==> src/rtl/bcd_timer_chain.sv <==
// Synchronous BCD digit-counter chain with per-digit modulus, up/down count,
// parallel load and an IDLE/RUN/PAUSE/DONE control FSM. Optional alarm: BCD_TIMER_ALARM_EN.
module bcd_timer_chain #(
  parameter int                  DIGITS = 4,
  parameter logic [4*DIGITS-1:0] MODULI = 16'h6A6A
) (
  input  logic                  clk,
  input  logic                  clear,
  input  logic                  tick,
  input  logic                  start,
  input  logic                  stop,
  input  logic                  load,
  input  logic [4*DIGITS-1:0]   load_value,
  input  logic                  dir,
`ifdef BCD_TIMER_ALARM_EN
  input  logic [4*DIGITS-1:0]   alarm_value,
  output logic                  alarm,
`endif
  output logic [4*DIGITS-1:0]   count,
  output logic                  carry_out,
  output logic                  running,
  output logic                  done
);

  typedef enum logic [1:0] {S_IDLE, S_RUN, S_PAUSE, S_DONE} state_t;

  state_t                r_state;
  logic [4*DIGITS-1:0]   r_count;
  logic                  r_carry;
  logic                  r_running;
  logic                  r_done;

  logic [DIGITS:0]       w_carry;
  logic [DIGITS-1:0]     w_borrow;
  logic [4*DIGITS-1:0]   w_up_next;
  logic [4*DIGITS-1:0]   w_dn_next;
  logic [4*DIGITS-1:0]   w_sat;
  logic [4*DIGITS-1:0]   w_tick_next;
  logic                  w_dn_zero;
  logic                  w_count_zero;

  assign w_carry[0]  = 1'b1;
  assign w_borrow[0] = 1'b1;

  // Carry and borrow ripple combinationally so a full wrap settles in one edge.
  for (genvar gi = 0; gi < DIGITS; gi++) begin : g_digit
    localparam logic [3:0] MOD  = MODULI[4*gi +: 4];
    localparam logic [3:0] MAXD = MOD - 4'd1;
    logic [3:0] w_digit;
    logic [3:0] w_load_nib;
    logic       w_max;
    logic       w_zero;

    assign w_digit    = r_count[4*gi +: 4];
    assign w_load_nib = load_value[4*gi +: 4];
    assign w_max      = (w_digit == MAXD);
    assign w_zero     = (w_digit == 4'd0);

    assign w_up_next[4*gi +: 4] = w_carry[gi]  ? (w_max  ? 4'd0 : w_digit + 4'd1) : w_digit;
    assign w_dn_next[4*gi +: 4] = w_borrow[gi] ? (w_zero ? MAXD : w_digit - 4'd1) : w_digit;
    assign w_carry[gi+1]        = w_carry[gi] & w_max;
    if (gi < DIGITS-1) begin : g_borrow
      assign w_borrow[gi+1] = w_borrow[gi] & w_zero;
    end

    assign w_sat[4*gi +: 4] = (w_load_nib >= MOD) ? MAXD : w_load_nib;
  end

  assign w_dn_zero    = (w_dn_next == '0);
  assign w_count_zero = (r_count == '0);
  assign w_tick_next  = dir ? w_up_next : w_dn_next;

`ifdef BCD_TIMER_ALARM_EN
  logic r_alarm;
  assign alarm = r_alarm;
`endif

  always_ff @(posedge clk or posedge clear) begin
    if (clear) begin
      r_state   <= S_IDLE;
      r_count   <= '0;
      r_carry   <= 1'b0;
      r_running <= 1'b0;
      r_done    <= 1'b0;
`ifdef BCD_TIMER_ALARM_EN
      r_alarm   <= 1'b0;
`endif
    end else begin
      r_carry <= 1'b0;
`ifdef BCD_TIMER_ALARM_EN
      r_alarm <= 1'b0;
`endif
      if (r_state == S_RUN) begin
        if (stop) begin
          r_state   <= S_PAUSE;
          r_running <= 1'b0;
        end else if (tick) begin
          r_count <= w_tick_next;
          r_carry <= dir & w_carry[DIGITS];
`ifdef BCD_TIMER_ALARM_EN
          r_alarm <= (w_tick_next == alarm_value);
`endif
          if (!dir && w_dn_zero) begin
            r_state   <= S_DONE;
            r_running <= 1'b0;
            r_done    <= 1'b1;
          end
        end
      end else if (load) begin
        r_count   <= w_sat;
        r_state   <= S_IDLE;
        r_running <= 1'b0;
        r_done    <= 1'b0;
      end else if (!stop && start && r_state != S_DONE) begin
        // Starting a countdown from zero has nothing to count.
        if (r_state == S_IDLE && !dir && w_count_zero) begin
          r_state <= S_DONE;
          r_done  <= 1'b1;
        end else begin
          r_state   <= S_RUN;
          r_running <= 1'b1;
        end
      end
    end
  end

  assign count     = r_count;
  assign carry_out = r_carry;
  assign running   = r_running;
  assign done      = r_done;

endmodule

==> config.mk <==
export PLATFORM = sky130hd
export DESIGN_NAME = bcd_timer_chain
export DESIGN_NICKNAME = d
export VERILOG_FILES = /design/src/rtl/bcd_timer_chain.sv
export SDC_FILE = /design/constraint.sdc
export NUM_CORES = 1
export LEC_CHECK = 0
export CORE_ASPECT_RATIO = 0.6
export CORE_MARGIN = 3
export CORE_UTILIZATION = 51
export CTS_CLUSTER_SIZE = 8
export DETAILED_ROUTE_END_ITERATION = 10
export GPL_ROUTABILITY_DRIVEN = 0
export PLACE_DENSITY = 0.91
export SLEW_MARGIN = 20
export SYNTH_ARGS = -nofsm -noshare
export SYNTH_HDL_FRONTEND = slang
export SYNTH_SLANG_ARGS = --single-unit
==> constraint.sdc <==
create_clock -name clk -period 2.25 [get_ports clk]
set_input_delay 0.3375 -clock clk [delete_from_list [all_inputs] [get_ports clk]]
set_output_delay 0.3375 -clock clk [all_outputs]
set_load 0.1 [all_outputs]
==> results of run 1 <==
-- worst reg2reg max path, stage by stage, from the launching register on --
cell and delay [ns]:
dfrtp_2 0.50, or3_1 0.43, nor4_1 0.39, a21oi_1 0.20
a21boi_0 0.22, a2bb2oi_1 0.16
-- state kept, by name, summed over array words and instances, names as in the netlist --
signal,flops
r_state,2
carry_out,1
count,16
done,1
running,1
-- through the flow --
stage               instance area [µm²]   util
global route                       2330  0.694
detailed placement                 2290  0.680
CTS                                2330  0.694
global placement                   2290  0.680
floorplan                          1860      -
finish                             2330  0.694
-- placed cells by master, fill, tap and decap left out, types with 7 or more instances in the layout --
cell and count:
a21oi_1 20, nand3_1 9, o21ai_0 18, dfrtp_1 14
nor3_1 8, dfrtp_2 7, nand2_1 17, nor2_1 19
inv_1 8, clkdlybuf4s50_1 22, nand2b_1 7, buf_4 33
a31oi_1 8
-- worst max path at each step --
stage	start	to	slack, ns	cells after the start
floorplan	count[12]	r_state[1]	0.07	6
global placement	stop	count[6]	0.20	6
detailed placement	stop	count[9]	0.13	6
CTS	count[3]	running	0.29	5
global route	count[3]	running	0.13	5
finish	count[1]	count[8]	0.29	5
-- layer usage --
metal | share of wire | GRT usage | wire length [µm]
met5 | 0 | 0 | 0
met3 | 0.091 | 0.0597 | 481
met4 | 0.0015 | 0.0294 | 8
met1 | 0.47 | 0.330 | 2450
met2 | 0.44 | 0.391 | 2320
-- cell type report --
class	count	area, µm²	area share
Sequential cell	21	534	0.229
Timing Repair Buffer	55	468	0.201
Inverter	8	30.0	0.0129
Tap cell	45	56.3	0.0241
Multi-Input combinational cell	187	1200	0.514
Clock buffer	4	45.0	0.0193
-- logic make-up (layout without fill, tap and decap cells) --
kind of cell,after synthesis,count (layout)
flops,21,21
simple gates,92,92
xor+xnor,2,2
buf+inv,28,67
mux,6,6
compound gates,87,87
-- synth_stat cells, types with 3 or more instances --
cell type   n
nor4_1      6
or3_1       4
inv_1       8
nand2_1    17
nor3_1      8
o211ai_1    3
o21a_1      4
nand2b_1    7
nand3_1     9
clkbuf_1   12
dfrtp_1    21
mux2i_1     4
nor2_1     19
a22o_1      3
o21ai_0    18
a31oi_1     8
a21oi_1    20
a2111oi_0   3
nor2b_1     4
buf_2       7
-- power breakdown --
part / switching [W] / leakage (nW) / internal (W)
Combinational: 0.000887 / 0.647 / 0.000408
Sequential: 0.000232 / 0.250 / 0.000461
Clock: 0.000131 / 0.0228 / 0.000126
Total: 0.00125 / 0.920 / 0.000995
==> metrics.txt, run 1 <==
CTS hold repair buffers 0; xor and xnor area share after synthesis 0.00949; num rows 16; worst r2r src count[1]; Final setup viols 0; DRC 0; Leakage 0.920 nW; worst slew pin tran 0.487 ns; total power 0.00224 W; routed len/inst 16.4 µm; Adder-Cell Fraction of Synth Area 0; max-cap check violation count 0; Post-Synthesis Cells 236; CTS tree done; Starting Density 0.549; status completed; Post-synth ARST share 1.00; crit path kind reg -> reg; largest family of logic cells by synthesized area compound AO/OA/AOI/OAI gates; PortBufs 41; Routed WL 5.26 mm; Netlist cell types 58; area leader, netlist dfrtp_1; via/cell ratio 6.38; max-slew violations 0; Critical Path AT 2.15 ns; Crit-path slowest cell dfrtp_2; Max Buffers Root-to-Sink 2; Fin Setup TNS 0 ns; Iter 0 DRT Violations 147; total CTS buffers 3; Final Hold Viols 0; max incr delay on CP 0.50 ns; Clock Skew 0.000925 ns; Placement Setup Slack 0.133 ns; initial antenna violation count 0; flop-to-flop setup slack 0.29 ns; diodes inserted 0; post-layout net count 299; Synth Area in Compound Gates 0.322; DRT antenna net count 0; H-tree lvl count 1; fin crit period 1.96 ns; first-pass GRT wire length 8.53 mm; cells along the critical path or3_1 > nor4_1 > a21oi_1 > a21boi_0 > a2bb2oi_1; Slew Limit Headroom 0.672; CP max FO 12; post-cts repair resize count 0; top_reg_cell synth dfrtp_1; CTS sink cnt 21; EDFF count, synth 0; Synth Area in Simple Gates 0.284; Syn Nets 259; sequential area share after synthesis 0.285; Worst VDD drop 923 µV; post-synth top area share 0.285; ranking of synthesized cells by area dfrtp_1 28%, a21oi_1 5.4%, o21ai_0 4.9%; Post-CTS Repair Setup Buffers 0; drt first pass iters 4; area grow syn2layout 26.4%; Max Freq 0.509 GHz; placed cells 316; gr usage total 0.239; pin count of the biggest net entering global routing 22; vias in the first global route 1780; crit end category flop; CTS clock-pin slew for the worst setup and hold paths 0.08 ns; Die ar. 4400 µm²; # IOs 42; fin cells 320; Critical Path RT 2.44 ns; Post-Syn Area 1850 µm²; Power Density 962 nW/µm²; Skew-Pair Late Insertion Delay 0.26 ns; syn avg cell area 7.83 µm²; fin crit share 0.873; remaining global-route overflow 0; final worst setup slack 0.286 ns; die height 52.6 µm; Top delay family on crit path simple AND/OR/NAND/NOR gates; Seq cells post-synth 21; Final HPWL DP 3.97 mm; Reg-to-Reg End count[8]; Warnings, synthesis 0; Clock Tree Root clkbuf_8; CP Launch Type flop; Hold Slack 0.398 ns; filler cell count 285; crit path buf inv count 0; total number of vias 2042; cells on worst reg2reg path 5; Core ar. 3360 µm²; mux cell area share after synthesis 0.0339; layout cells sized above 1 0.200; die span in x 83.7 µm; RSZ-0062 raised after global routing false; HP Class in -> async
No activity file was read; power rests on OpenSTA's default activity.
==> run 2: changes to the inputs <==
CTS_CLUSTER_DIAMETER = 80   (was not set)
==> results of run 2 <==
No change in the layout: final DEF, timing and power equal those of run 1.
